--- src/rtl/duel_round_scheduler_if.sv ---
`default_nettype none
// +--------------------------------------------------------------------------+
// | duel_round_scheduler_if : player inputs and display outputs of the duel  |
// | Rev 1.0                                                                  |
// +--------------------------------------------------------------------------+
interface duel_round_scheduler_if;
   logic        start;
   logic [15:0] p1_traced;
   logic [15:0] p2_traced;
   logic        p1_submit;
   logic        p2_submit;
   logic [15:0] target_trace;
   logic        trace_screen_on;
   logic [7:0]  time_left;
   logic [1:0]  round_winner;
   logic [2:0]  p1_score;
   logic [2:0]  p2_score;
   logic        game_over;
   logic [1:0]  winner;

   modport master (
      output start, p1_traced, p2_traced, p1_submit, p2_submit,
      input  target_trace, trace_screen_on, time_left, round_winner,
             p1_score, p2_score, game_over, winner
   );

   modport slave (
      input  start, p1_traced, p2_traced, p1_submit, p2_submit,
      output target_trace, trace_screen_on, time_left, round_winner,
             p1_score, p2_score, game_over, winner
   );
endinterface
`default_nettype wire

--- src/rtl/duel_round_scheduler.sv ---
`default_nettype none
// +--------------------------------------------------------------------------+
// | duel_round_scheduler : round sequencing, trace judging and scoring       |
// | Rev 1.0                                                                  |
// +--------------------------------------------------------------------------+
module duel_round_scheduler #(
   parameter int unsigned TICKS_PER_SEC = 50000000,
   parameter int unsigned ROUND_SECS    = 10,
   parameter int unsigned SHOW_TICKS    = 25000000,
   parameter int unsigned RESULT_TICKS  = 50000000,
   parameter int unsigned WIN_SCORE     = 3
) (
   input  wire logic                    clk,
   input  wire logic                    resetn,
   duel_round_scheduler_if.slave        bus
);

   localparam int unsigned c_PHASE_MAX = (SHOW_TICKS > RESULT_TICKS) ? SHOW_TICKS : RESULT_TICKS;
   localparam int          c_PHASE_W   = (c_PHASE_MAX > 1) ? $clog2(c_PHASE_MAX) : 1;
   localparam int          c_TICK_W    = (TICKS_PER_SEC > 1) ? $clog2(TICKS_PER_SEC) : 1;

   localparam logic [c_PHASE_W-1:0] c_SHOW_LAST   = c_PHASE_W'(SHOW_TICKS - 1);
   localparam logic [c_PHASE_W-1:0] c_RESULT_LAST = c_PHASE_W'(RESULT_TICKS - 1);
   localparam logic [c_TICK_W-1:0]  c_TICK_LAST   = c_TICK_W'(TICKS_PER_SEC - 1);
   localparam logic [7:0]           c_ROUND_SECS  = 8'(ROUND_SECS);
   localparam logic [2:0]           c_WIN         = 3'(WIN_SCORE);

   localparam logic [15:0] c_SPELL [8] = '{
      16'h0660, 16'hF99F, 16'h0CCF, 16'hE237,
      16'h1364, 16'h8421, 16'h1248, 16'hFFFF
   };

   typedef enum logic [2:0] {
      S_IDLE   = 3'd0,
      S_SHOW   = 3'd1,
      S_TRACE  = 3'd2,
      S_RESULT = 3'd3,
      S_OVER   = 3'd4
   } state_t;

   state_t               r_state;
   logic [2:0]           r_idx;
   logic [c_PHASE_W-1:0] r_phase_cnt;
   logic [c_TICK_W-1:0]  r_tick_cnt;
   logic                 r_p1_lock;
   logic                 r_p2_lock;
   logic [15:0]          r_target;
   logic                 r_trace_on;
   logic [7:0]           r_time_left;
   logic [1:0]           r_round_winner;
   logic [2:0]           r_p1_score;
   logic [2:0]           r_p2_score;
   logic                 r_game_over;
   logic [1:0]           r_winner;

   logic       w_p1_match, w_p2_match;
   logic       w_p1_ok, w_p2_ok;
   logic       w_p1_bad, w_p2_bad;
   logic       w_sec_wrap, w_timeout;
   logic [2:0] w_next_idx;

   // Extra set bits in a trace are allowed; only the target's bits must be present.
   assign w_p1_match = (bus.p1_traced & r_target) == r_target;
   assign w_p2_match = (bus.p2_traced & r_target) == r_target;
   assign w_p1_ok    = bus.p1_submit && !r_p1_lock && w_p1_match;
   assign w_p2_ok    = bus.p2_submit && !r_p2_lock && w_p2_match;
   assign w_p1_bad   = bus.p1_submit && !r_p1_lock && !w_p1_match;
   assign w_p2_bad   = bus.p2_submit && !r_p2_lock && !w_p2_match;
   assign w_sec_wrap = (r_tick_cnt == c_TICK_LAST);
   assign w_timeout  = w_sec_wrap && (r_time_left == 8'd1);
   assign w_next_idx = r_idx + 3'd3;

   always_ff @(posedge clk or negedge resetn) begin
      if (!resetn) begin
         r_state        <= S_IDLE;
         r_idx          <= 3'd0;
         r_phase_cnt    <= '0;
         r_tick_cnt     <= '0;
         r_p1_lock      <= 1'b0;
         r_p2_lock      <= 1'b0;
         r_target       <= 16'h0000;
         r_trace_on     <= 1'b0;
         r_time_left    <= 8'd0;
         r_round_winner <= 2'd0;
         r_p1_score     <= 3'd0;
         r_p2_score     <= 3'd0;
         r_game_over    <= 1'b0;
         r_winner       <= 2'd0;
      end else begin
         case (r_state)
            S_IDLE, S_OVER: begin
               if (bus.start) begin
                  r_state        <= S_SHOW;
                  r_idx          <= 3'd0;
                  r_target       <= c_SPELL[0];
                  r_phase_cnt    <= '0;
                  r_p1_lock      <= 1'b0;
                  r_p2_lock      <= 1'b0;
                  r_round_winner <= 2'd0;
                  r_p1_score     <= 3'd0;
                  r_p2_score     <= 3'd0;
                  r_game_over    <= 1'b0;
                  r_winner       <= 2'd0;
               end
            end

            S_SHOW: begin
               if (r_phase_cnt == c_SHOW_LAST) begin
                  r_state     <= S_TRACE;
                  r_trace_on  <= 1'b1;
                  r_time_left <= c_ROUND_SECS;
                  r_tick_cnt  <= '0;
               end else begin
                  r_phase_cnt <= r_phase_cnt + 1'b1;
               end
            end

            S_TRACE: begin
               if (w_sec_wrap) begin
                  r_tick_cnt  <= '0;
                  r_time_left <= r_time_left - 8'd1;
               end else begin
                  r_tick_cnt <= r_tick_cnt + 1'b1;
               end
               r_p1_lock <= r_p1_lock | w_p1_bad;
               r_p2_lock <= r_p2_lock | w_p2_bad;

               // Submissions are judged ahead of the lockout and timeout draws.
               if (w_p1_ok || w_p2_ok || (r_p1_lock && r_p2_lock) || w_timeout) begin
                  r_state     <= S_RESULT;
                  r_trace_on  <= 1'b0;
                  r_phase_cnt <= '0;
                  if (w_p1_ok && !w_p2_ok) begin
                     r_round_winner <= 2'd1;
                     r_p1_score     <= (r_p1_score == c_WIN) ? r_p1_score : r_p1_score + 3'd1;
                  end else if (w_p2_ok && !w_p1_ok) begin
                     r_round_winner <= 2'd2;
                     r_p2_score     <= (r_p2_score == c_WIN) ? r_p2_score : r_p2_score + 3'd1;
                  end else begin
                     r_round_winner <= 2'd3;
                  end
               end
            end

            S_RESULT: begin
               if (r_phase_cnt == c_RESULT_LAST) begin
                  if ((r_p1_score == c_WIN) || (r_p2_score == c_WIN)) begin
                     r_state     <= S_OVER;
                     r_game_over <= 1'b1;
                     r_winner    <= (r_p1_score == c_WIN) ? 2'd1 : 2'd2;
                  end else begin
                     r_state        <= S_SHOW;
                     r_idx          <= w_next_idx;
                     r_target       <= c_SPELL[w_next_idx];
                     r_phase_cnt    <= '0;
                     r_p1_lock      <= 1'b0;
                     r_p2_lock      <= 1'b0;
                     r_round_winner <= 2'd0;
                  end
               end else begin
                  r_phase_cnt <= r_phase_cnt + 1'b1;
               end
            end

            default: r_state <= S_IDLE;
         endcase
      end
   end

   assign bus.target_trace    = r_target;
   assign bus.trace_screen_on = r_trace_on;
   assign bus.time_left       = r_time_left;
   assign bus.round_winner    = r_round_winner;
   assign bus.p1_score        = r_p1_score;
   assign bus.p2_score        = r_p2_score;
   assign bus.game_over       = r_game_over;
   assign bus.winner          = r_winner;

endmodule
`default_nettype wire

--- src/flat_wrapper.sv ---
// flat-port wrapper written by rule: the top's interface ports become plain ports
module duel_round_scheduler_flat 
#(
   parameter int unsigned TICKS_PER_SEC = 50000000,
   parameter int unsigned ROUND_SECS    = 10,
   parameter int unsigned SHOW_TICKS    = 25000000,
   parameter int unsigned RESULT_TICKS  = 50000000,
   parameter int unsigned WIN_SCORE     = 3
)
  (clk, resetn, bus_start, bus_p1_traced, bus_p2_traced, bus_p1_submit, bus_p2_submit, bus_target_trace, bus_trace_screen_on, bus_time_left, bus_round_winner, bus_p1_score, bus_p2_score, bus_game_over, bus_winner);
  duel_round_scheduler_if bus_i ();
  input  wire logic clk;
  input  wire logic resetn;
  input wire logic [$bits(bus_i.start)-1:0] bus_start;
  input wire logic [$bits(bus_i.p1_traced)-1:0] bus_p1_traced;
  input wire logic [$bits(bus_i.p2_traced)-1:0] bus_p2_traced;
  input wire logic [$bits(bus_i.p1_submit)-1:0] bus_p1_submit;
  input wire logic [$bits(bus_i.p2_submit)-1:0] bus_p2_submit;
  output wire logic [$bits(bus_i.target_trace)-1:0] bus_target_trace;
  output wire logic [$bits(bus_i.trace_screen_on)-1:0] bus_trace_screen_on;
  output wire logic [$bits(bus_i.time_left)-1:0] bus_time_left;
  output wire logic [$bits(bus_i.round_winner)-1:0] bus_round_winner;
  output wire logic [$bits(bus_i.p1_score)-1:0] bus_p1_score;
  output wire logic [$bits(bus_i.p2_score)-1:0] bus_p2_score;
  output wire logic [$bits(bus_i.game_over)-1:0] bus_game_over;
  output wire logic [$bits(bus_i.winner)-1:0] bus_winner;
  assign bus_i.start = bus_start;
  assign bus_i.p1_traced = bus_p1_traced;
  assign bus_i.p2_traced = bus_p2_traced;
  assign bus_i.p1_submit = bus_p1_submit;
  assign bus_i.p2_submit = bus_p2_submit;
  assign bus_target_trace = bus_i.target_trace;
  assign bus_trace_screen_on = bus_i.trace_screen_on;
  assign bus_time_left = bus_i.time_left;
  assign bus_round_winner = bus_i.round_winner;
  assign bus_p1_score = bus_i.p1_score;
  assign bus_p2_score = bus_i.p2_score;
  assign bus_game_over = bus_i.game_over;
  assign bus_winner = bus_i.winner;
  duel_round_scheduler #(.TICKS_PER_SEC(TICKS_PER_SEC), .ROUND_SECS(ROUND_SECS), .SHOW_TICKS(SHOW_TICKS), .RESULT_TICKS(RESULT_TICKS), .WIN_SCORE(WIN_SCORE)) u_core (.clk(clk), .resetn(resetn), .bus(bus_i));
endmodule
--- config.mk ---
export PLATFORM = sky130hd
export DESIGN_NAME = duel_round_scheduler_flat
export DESIGN_NICKNAME = d
export VERILOG_FILES = /design/src/rtl/duel_round_scheduler_if.sv /design/src/rtl/duel_round_scheduler.sv /design/src/flat_wrapper.sv
export SDC_FILE = /design/constraint.sdc
export NUM_CORES = 1
export LEC_CHECK = 0
export ABC_AREA = 1
export CORE_ASPECT_RATIO = 1.25
export CORE_MARGIN = 2
export CORE_UTILIZATION = 30
export CTS_BUF_LIST = sky130_fd_sc_hd__clkbuf_4 sky130_fd_sc_hd__clkbuf_8
export CTS_CLUSTER_DIAMETER = 50
export CTS_CLUSTER_SIZE = 14
export DETAILED_ROUTE_END_ITERATION = 16
export PLACE_DENSITY = 0.5
export SKIP_LAST_GASP = 1
export SYNTH_ARGS = -nofsm -noshare
export SYNTH_HDL_FRONTEND = slang
export SYNTH_SLANG_ARGS = --single-unit
export TNS_END_PERCENT = 100
--- constraint.sdc ---
create_clock -name clk -period 5.91 [get_ports clk]
set_clock_uncertainty 0.15 [all_clocks]
set_input_delay 0.8865 -clock clk [delete_from_list [all_inputs] [get_ports clk]]
set_output_delay 0.8865 -clock clk [all_outputs]
set_load 0.01 [all_outputs]
[Word-level counts from Yosys, hierarchy flattened]
Memories as Yosys holds them, arrays and structs flattened.
Cells that the tools add are included.
Cells by class
  add/sub/neg operators: 6
  multiplexer cells: 59
  equal/unequal tests: 26
  order comparisons: 1
  divide/modulo/power cells: 0
  reductions and logical operators: 38
  $mul: 0
  bitwise gates (word level): 5
  shift-type cells: 0
Operator list (number)
  26-bit 2-to-1 mux: 7
  26-bit case mux with 4 select lines: 1
  16-bit 2-to-1 mux: 5
  26-bit by 1-bit adder with 26-bit output (second input constant): 2
  26-bit == test (second input constant): 2
  26-bit case mux with 2 select lines: 1
  3-bit 2-to-1 mux: 15
  16-bit AND: 2
  16-bit == test: 2
  16-bit case mux with 2 select lines: 1
  26-bit by 25-bit == test with 1-bit output (second input constant): 1
  3-bit case mux with 2 select lines: 3
  2-bit 2-to-1 mux: 8
  8-bit 2-to-1 mux: 2
  8-bit case mux with 2 select lines: 1
  4-bit AND reduction: 4
  5-bit AND reduction: 3
  2-bit by 1-bit != test with 1-bit output (second input constant): 7
  3-bit by 2-bit == test with 1-bit output (second input constant): 4
  2-bit != test (second input constant): 6
  3-bit case mux with 4 select lines: 1
  1-bit logical AND: 10
  8-bit by 1-bit == test with 1-bit output (second input constant): 1
  1-bit 2-to-1 mux: 8
  23 further kinds: 38
Word-level totals
  memory bits (read-only): 128
  output and inout bits: 36
  flip-flop bits (word level): 96
  word-level logic and storage cells: 150
  memories kept: 1
  input bits: 37
  latch bits: 0
  bits in writable memories: 0
Memories
  (no name shown): words 8, width 16, read ports 1, clocked after memory_dff 0, wr ports 0, line duel_round_scheduler.sv:154  | r_target <= c_SPELL[w_next_idx];

[Longest topological paths before layout]
  depth in word-level cells: 9
  gate-level depth with buffers: 13
  gate-level depth less buffers: 13

[Least setup slack after synthesis]
Ideal clock, no wire load.
  kind: input -> register
  from: input port bus_p1_traced[9]
  to: register u_core.r_p1_score[0], in the netlist u_core.bus.p1_score[0]
  setup slack: 3789 ps
  arrival time: 1854 ps
  buffers on the path: 0
  required time: 5643 ps
  stages: 11
  library setup time: 117 ps
  cells stage by stage: inv_1 nand2_1 o21ai_0 inv_1 nand2_1 nor2_1 nand3_1 o21ai_0 nand2_1 nand2_1 nand2_1
On the way
  cells in the longest elaborated chain, start to end: 8
  elaborated cells between the ends (all ways): 10
  those cells by class: eq/ne (3); bitwise (1); reduce/logical (6)
RTL lines
  start: declaration: line flat_wrapper.sv:15  | input wire logic [$bits(bus_i.p1_traced)-1:0] bus_p1_traced;
  16-bit AND *: line duel_round_scheduler.sv:63  | assign w_p1_match = (bus.p1_traced & r_target) == r_target;
  16-bit == test *: line duel_round_scheduler.sv:63
  1-bit logical AND *: line duel_round_scheduler.sv:65  | assign w_p1_ok = bus.p1_submit && !r_p1_lock && w_p1_match;
  1-bit logical OR (3 in series): line duel_round_scheduler.sv:129  | if (w_p1_ok || w_p2_ok || (r_p1_lock && r_p2_lock) || w_timeout) begin
  2-bit by 1-bit != test with 1-bit output (no source line)
  5-bit AND reduction (no source line) *
  end signal: assignment: line duel_round_scheduler.sv:135  | r_p1_score <= (r_p1_score == c_WIN) ? r_p1_score : r_p1_score + 3'd1;
  end: declaration: line duel_round_scheduler.sv:51  | logic [2:0] r_p1_score;
Mark *: on every way between the ends. The rest lies on a longest branch, timed or not.
A chain may end at the register's enable or synchronous reset.

[Final worst setup path]
  from: input port bus_p1_traced[15]
  to: register u_core.r_phase_cnt[3]
On the way
  cells in the longest elaborated chain, start to end: 8
RTL lines
  16-bit AND: line duel_round_scheduler.sv:63
  16-bit == test: line duel_round_scheduler.sv:63
  1-bit logical AND: line duel_round_scheduler.sv:65
  1-bit logical OR (3 in series): line duel_round_scheduler.sv:129
  2-bit by 1-bit != test with 1-bit output (no source line)
  5-bit AND reduction (no source line)
  end signal: assignment: line duel_round_scheduler.sv:114  | r_phase_cnt <= r_phase_cnt + 1'b1;
  end signal: assignment: line duel_round_scheduler.sv:161  | r_phase_cnt <= r_phase_cnt + 1'b1;
  end: declaration: line duel_round_scheduler.sv:43  | logic [c_PHASE_W-1:0] r_phase_cnt;
Every way passes these cells.

==> qor.yml <==
p_leak_nw: 3.54
design_area_sq_mm: 0.00740
core-area_sq_mm: 0.0202
die_x_microns: 133
cts_tree: "yes"
io_buffers: 72
synth_xor_area_share_pct: 3.37
clkTransAtPathRegs_ps: 90
synth_seq_cells: 92
muxShareOfSynthArea_pct: 0
final_nets: 1036
antenna_found_initial: 0
peakVddDrop_mv: 0.105
drt_pass1_iterations: 6
fill_cells: 2186
drtAntennaViolNets: 0
num_vias: 5773
start_kind: "primary input"
htreeDepth: 3
end_kind: "register"
clock-sinks: 92
critPathMaxFanout: 27
min_period_ps: 2910
synth_cell_types: 42
row_count: 58
ys.flop_type: "dfrtp_1"
wire_per_inst_microns: 13.6
rsz0062_at_grt: "false"
r2r_start: "u_core.r_state[2]"
grt_max_degree: 53
area_growth_pct: 18.6
drc: 0
synth_edf_count: 0
cts_made_buffers: 9
worst_ep_required_time_ps: 6040
diodes: 0
cts-root-buf: "clkbuf_8"
netlist_area_sq_mm: 0.00623
worstMarginPinSlew_ps: 963
clock_latency_ps: 390
cts_setup_buffers: 0
status: "finished clean"
synthSimpleGateAreaFrac_pct: 39.3
grt_pass1_vias: 5684
fin_crit_sh_pct: 49.3
cts_hold_buf: 0
die_y_microns: 165
die_area_sq_mm: 0.0220
io_pins: 73
worstPathArrival_ps: 3040
regArea_sq_mm: 0.00230
worstReg2RegEnd: "u_core.bus.target_trace[1]"
layout-drive-gt1-share_pct: 6.36
syn_nets: 972
slew_headroom_pct: 35.5
grt-ovfl-total: 0
drv_cap: 0
hp-class: "primary input to async pin"
hpwl_microns: 12800
synth_compound_area_share_pct: 7.85
async_flop_share_pct: 100
postPlaceCellArea_sq_mm: 0.00716
slew_viol_final: 0
max_freq_mhz: 343
yosysSeqAreaShare_pct: 36.9
reg2reg_depth: 10
grt_use_total_pct: 16.2
synth_top_family_by_area: "simple AND/OR/NAND/NOR gates"
critical_path_class: "primary input to register"
clockBufferDepth: 2
powerDensity_mw_per_mm2: 203
syn_inst: 922
yosysWarnings: 0
initial_core_util_pct: 30.8
drtIter0Drc: 283
rrSetupSlack_ps: 3070
grt_pass1_wl_microns: 28600
routed_via_density: 4.58
gp_congestion: 0.841
drt_wl_total_microns: 17200
syn_avg_cell_area_sq_um: 6.76
tns_ps: 0
ctsResizeCount: 0
synthAdderAreaFrac_pct: 2.61
multi_input_area_sq_mm: 0.00331
setup-violations-final: 0
final_hold_viol_count: 0
-- power by group --
group / switching, mW / leakage (nW) / internal [mW] / total (mW)
Sequential: 0.0635 / 1.23 / 0.671 / 0.734
Clock: 0.240 / 0.121 / 0.272 / 0.512
Combinational: 0.142 / 2.19 / 0.113 / 0.255
-- stage by stage --
| step | power, mW | setup WS, ps | util, % | std cells | hold WS, ps |
|---|---|---|---|---|---|
| finish | 1.50 | 3000 | 36.5 | 1261 | 328 |
| global route | 1.59 | 2820 | 36.5 | 1261 | 364 |
| CTS | 1.52 | 3000 | 36.5 | 1261 | 337 |
| detailed placement | 1.01 | 2590 | 35.4 | 1245 | 321 |
| global placement | 1.01 | 2630 | 35.4 | 1245 | 320 |
| floorplan | 0.895 | 3790 | - | 922 | 335 |
-- cell type report --
| class | count | area share (%) |
|---|---|---|
| tap | 270 | 4.57 |
| clock inverter | 3 | 0.930 |
| inverter | 127 | 6.45 |
| multi-input combinational | 682 | 44.8 |
| timing repair buffer | 74 | 9.91 |
| sequential | 92 | 31.1 |
| clock buffer | 13 | 2.25 |
-- registers in the layout (all words and copies together), names as in the netlist --
| register | count |
|---|---|
| u_core.r_phase_cnt | 26 |
| u_core.r_tick_cnt | 26 |
| u_core.bus.target_trace | 13 |
| u_core.bus.time_left | 8 |
| u_core.bus.p1_score | 3 |
| u_core.bus.p2_score | 3 |
| u_core.r_state | 3 |
| u_core.bus.round_winner | 2 |
| u_core.bus.winner | 2 |
| u_core.r_idx | 2 |
| u_core.bus.game_over | 1 |
| u_core.bus.trace_screen_on | 1 |
| u_core.r_p1_lock | 1 |
| u_core.r_p2_lock | 1 |
-- routing by layer --
layer	share of wire (%)	up-vias	global-route usage, %
met5	0	-	0
met2	50	69	28.9
met3	2.5	15	2.50
li1	-	3039	-
met1	46	2650	20.2
met4	1.5	0	5.18
-- synth_stat cells, types with 2 or more instances --
cell	number	area, sq um
a22oi_1	3	22.5
nand2_2	13	81.3
o21ai_0	36	180
buf_6	3	33.8
a31oi_1	2	12.5
nand3_2	3	30.0
ha_1	13	163
or2_2	5	31.3
nor4_1	2	12.5
inv_1	119	447
buf_2	9	45.0
dfrtp_1	92	2300
nor3_1	11	55.1
nor2_4	4	45.0
inv_2	7	26.3
nand2_1	297	1110
nand2_4	2	22.5
o211ai_1	4	30.0
xor2_1	16	140
xnor2_1	8	70.1
clkbuf_1	4	15.0
nand4_1	24	150
buf_4	4	30.0
o21ai_1	18	90.1
a21oi_1	16	80.1
nand3_1	73	365
o22ai_1	8	50.1
nand3b_1	2	15.0
nor3_2	2	20.0
nor2_1	108	405
nor2_2	3	18.8
-- cell families (layout without fill, tap and decap cells) --
family,Yosys count,in the layout
buf+inv,148,217
flops,92,92
simple gates,555,555
xor+xnor,24,24
fa+ha+maj,13,13
compound gates,90,90
-- worst max-delay path, stage by stage --
cell and delay, ps:
clkdlybuf4s50_1 450, inv_1 30, nand2_1 40, o21ai_0 80, inv_1 60, nand2_1 40, nor2_1 260, nand3_1 240
nand4_2 480, nand2_8 280, nand2_1 120, nand2_1 60
-- how the worst max path moves through the flow --
| stage | end | startpoint | slack (ps) |
|---|---|---|---|
| 2_1_floorplan | u_core.bus.p1_score[0] | bus_p1_traced[9] | 3790 |
| 6_report | u_core.r_phase_cnt[3] | bus_p1_traced[15] | 3000 |
| 5_1_grt | u_core.bus.target_trace[1] | u_core.r_state[2] | 2820 |
| 3_3_place_gp | u_core.r_phase_cnt[4] | bus_p1_traced[9] | 2630 |
| 4_1_cts | u_core.r_phase_cnt[3] | bus_p1_traced[8] | 3000 |
| 3_5_place_dp | u_core.r_phase_cnt[3] | bus_p1_traced[8] | 2590 |
-- layout by cell type (no fill, tap or decap), types with 11 or more instances in the layout --
cell | netlist | layout
ha_1 | 13 | 13
a21oi_1 | 16 | 16
clkdlybuf4s50_1 | 0 | 71
nand2_2 | 13 | 13
o21ai_0 | 36 | 36
o21ai_1 | 18 | 18
dfrtp_1 | 92 | 92
nor2_1 | 108 | 108
xor2_1 | 16 | 16
nor3_1 | 11 | 11
nand4_1 | 24 | 24
nand2_1 | 297 | 297
clkbuf_8 | 0 | 11
inv_1 | 119 | 119
nand3_1 | 73 | 73
No activity file was read; power rests on OpenSTA's default activity.
==> variant: new RTL, same flow settings <==
`RESULT_TICKS` is set to 50000000 in 2 places; all go to 200000000.
--- a/src/rtl/duel_round_scheduler.sv
+++ b/src/rtl/duel_round_scheduler.sv
@@ -9,3 +9,3 @@
    parameter int unsigned SHOW_TICKS    = 25000000,
-   parameter int unsigned RESULT_TICKS  = 50000000,
+   parameter int unsigned RESULT_TICKS  = 200000000,
    parameter int unsigned WIN_SCORE     = 3
--- a/src/flat_wrapper.sv
+++ b/src/flat_wrapper.sv
@@ -6,3 +6,3 @@
    parameter int unsigned SHOW_TICKS    = 25000000,
-   parameter int unsigned RESULT_TICKS  = 50000000,
+   parameter int unsigned RESULT_TICKS  = 200000000,
    parameter int unsigned WIN_SCORE     = 3
Formal check against the unedited RTL: no difference found for any inputs over 10 cycles, from zero or initial values and one cycle with resetn low; that may be too few to reach the edited logic, so the function may still have changed.
==> variant against the unedited design <==
- global-route usage up 1.2 points
- power down 3.6%
- die area up 6.0%
- cell count up 5.9%
- worst setup slack worse by 0.16 ns
- non-clock buffer count up 4
- sequential cell count up 2
- cell area up 5.1%
- area after synthesis up 6.2%
- wire length up 12%
- highest routed layer unchanged
==> variant: results (changes against the unedited design) <==
metric	value	unit	change
status	complete, no violations		
Pre-antenna DRT Iters	5		-1
CTS buffer count	9		unchanged
met2 wire len	9.70	mm	+13%
slowest CP cell	nand2_1		
Synthesized Nets	1040		+7.0%
Crit Path Max Fanout	23		-15%
sequential portion of the cell area	30.2	%	-0.88 points
LEAKAGE	0.00357	uW	+1.0%
FILL cells	2392		+9.4%
top post-synthesis cells by count	nand2_1, inv_1, nor2_1, dfrtp_1, nand3_1		
layout cell share with drive strength beyond 1	7.10	%	+0.75 points
Biggest register	u_core.r_phase_cnt		
relative slew slack	47.5	%	+12 points
top area cells in the synthesized netlist	dfrtp_1, nand2_1, inv_1, nand3_1, nor2_1		
pin count of the biggest net entering global routing	50		-5.7%
antenna violations before repair	0		unchanged
All-Layer GR Usage	17.4	%	+1.2 points
NonClk Buf Share	9.81	%	-0.099 points
Root Driver	clkbuf_8		
Non-clock inverters	120		-5.5%
max incr delay on CP	0.61	ns	+0.13 ns
row count	60		+3.4%
Buffers excl. clock	78		+5.4%
number of global-route vias before repair	6292		+11%
CP delay by family, top	simple AND/OR/NAND/NOR gates		
distinct cell type count after synthesis	41		-2.4%
Peak VDD IR	100	uV	-4.7%
clock-cell share of area	2.65	%	-0.53 points
Hold Path Class	reg -> reg		
count of multi-input gates	749		+9.8%
routed length on met1	8.55	mm	+7.6%
met1 GRT Util	21.5	%	+1.3 points
clk_lat worst skew	0.39	ns	about the same
register bit total from synthesis	94		+2.2%
Area after DPL	7570	sq um	+5.7%
HPWL after DPL	14.3	mm	+12%
DR WL met3	562	um	+29%
nets@finish	1102		+6.4%
Top Layer Used	met4		
first-pass GRT wire length	32.0	mm	+12%
clk_buf instances	11		-2
fraction of area in multi-input gates	47.0	%	+2.2 points
Clk pin slew, worst setup/hold paths	0.10	ns	
DR iter-0 viols	388		+37%
Vias	6464		+12%
WHS Path Cells	2		
setup bufs post-CTS	0		unchanged
PD cells	186	nW/um^2	-8.3%
Final GP Congestion	0.859		+2.1%
grt met3 use	2.14	%	-0.36 points
met2 GRT Util	31.0	%	+2.1 points
Seq/Total Area, Yosys	35.5	%	-1.4 points
drt wl/cell	14.4	um	+5.5%
H-Tree Depth	3		unchanged
[variant: changes by cell type after synthesis, sizes merged, moves of 5 or more]
cell and change:
a21oi -5, inv -6, nand2 +39, nand3 +6
nand4 +12, nor3 +6, o21ai +9
[variant: stage by stage]
| stage | setup slack (ns) | power, uW | hold WS [ns] | std cells |
|---|---|---|---|---|
| finish | 2.84 | 1450 | 0.332 | 1335 |
| global route | 2.50 | 1530 | 0.375 | 1335 |
| CTS | 2.76 | 1470 | 0.343 | 1335 |
| detailed placement | 2.58 | 987 | 0.323 | 1320 |
| global placement | 2.64 | 986 | 0.320 | 1320 |
| floorplan | 3.74 | 890 | 0.334 | 990 |
[variant: logic make-up (layout without fill, tap and decap cells)]
family / Yosys count / in the layout / share of synthesized area [%]
buffers and inverters: 147 / 213 / 9.30
AND/OR/NAND/NOR: 616 / 616 / 40.7
XOR/XNOR: 24 / 24 / 3.18
AO/OA/AOI/OAI: 96 / 96 / 8.85
flip-flops: 94 / 94 / 35.5
adder cells (fa/ha/maj): 13 / 13 / 2.46
[variant: path summary, 6_finish.rpt]
path | to | from | slack, ns
setup / recovery | u_core.bus.time_left[1] | u_core.r_phase_cnt[0] | 2.84
hold / removal | u_core.bus.game_over | u_core.bus.game_over | 0.33
setup reg to reg | u_core.bus.time_left[1] | u_core.r_phase_cnt[0] | 2.84
hold reg to reg | u_core.bus.game_over | u_core.bus.game_over | 0.33
max in group asynchronous | u_core.bus.time_left[7] | resetn | 4.18
min in group asynchronous | u_core.r_phase_cnt[27] | resetn | 0.34
[variant: power by group]
part           leakage [uW]  internal (uW)  switching [uW]
Clock              0.000102            219             256
Combinational       0.00221            104             130
Sequential          0.00126            682            58.0
Total               0.00357           1000             444
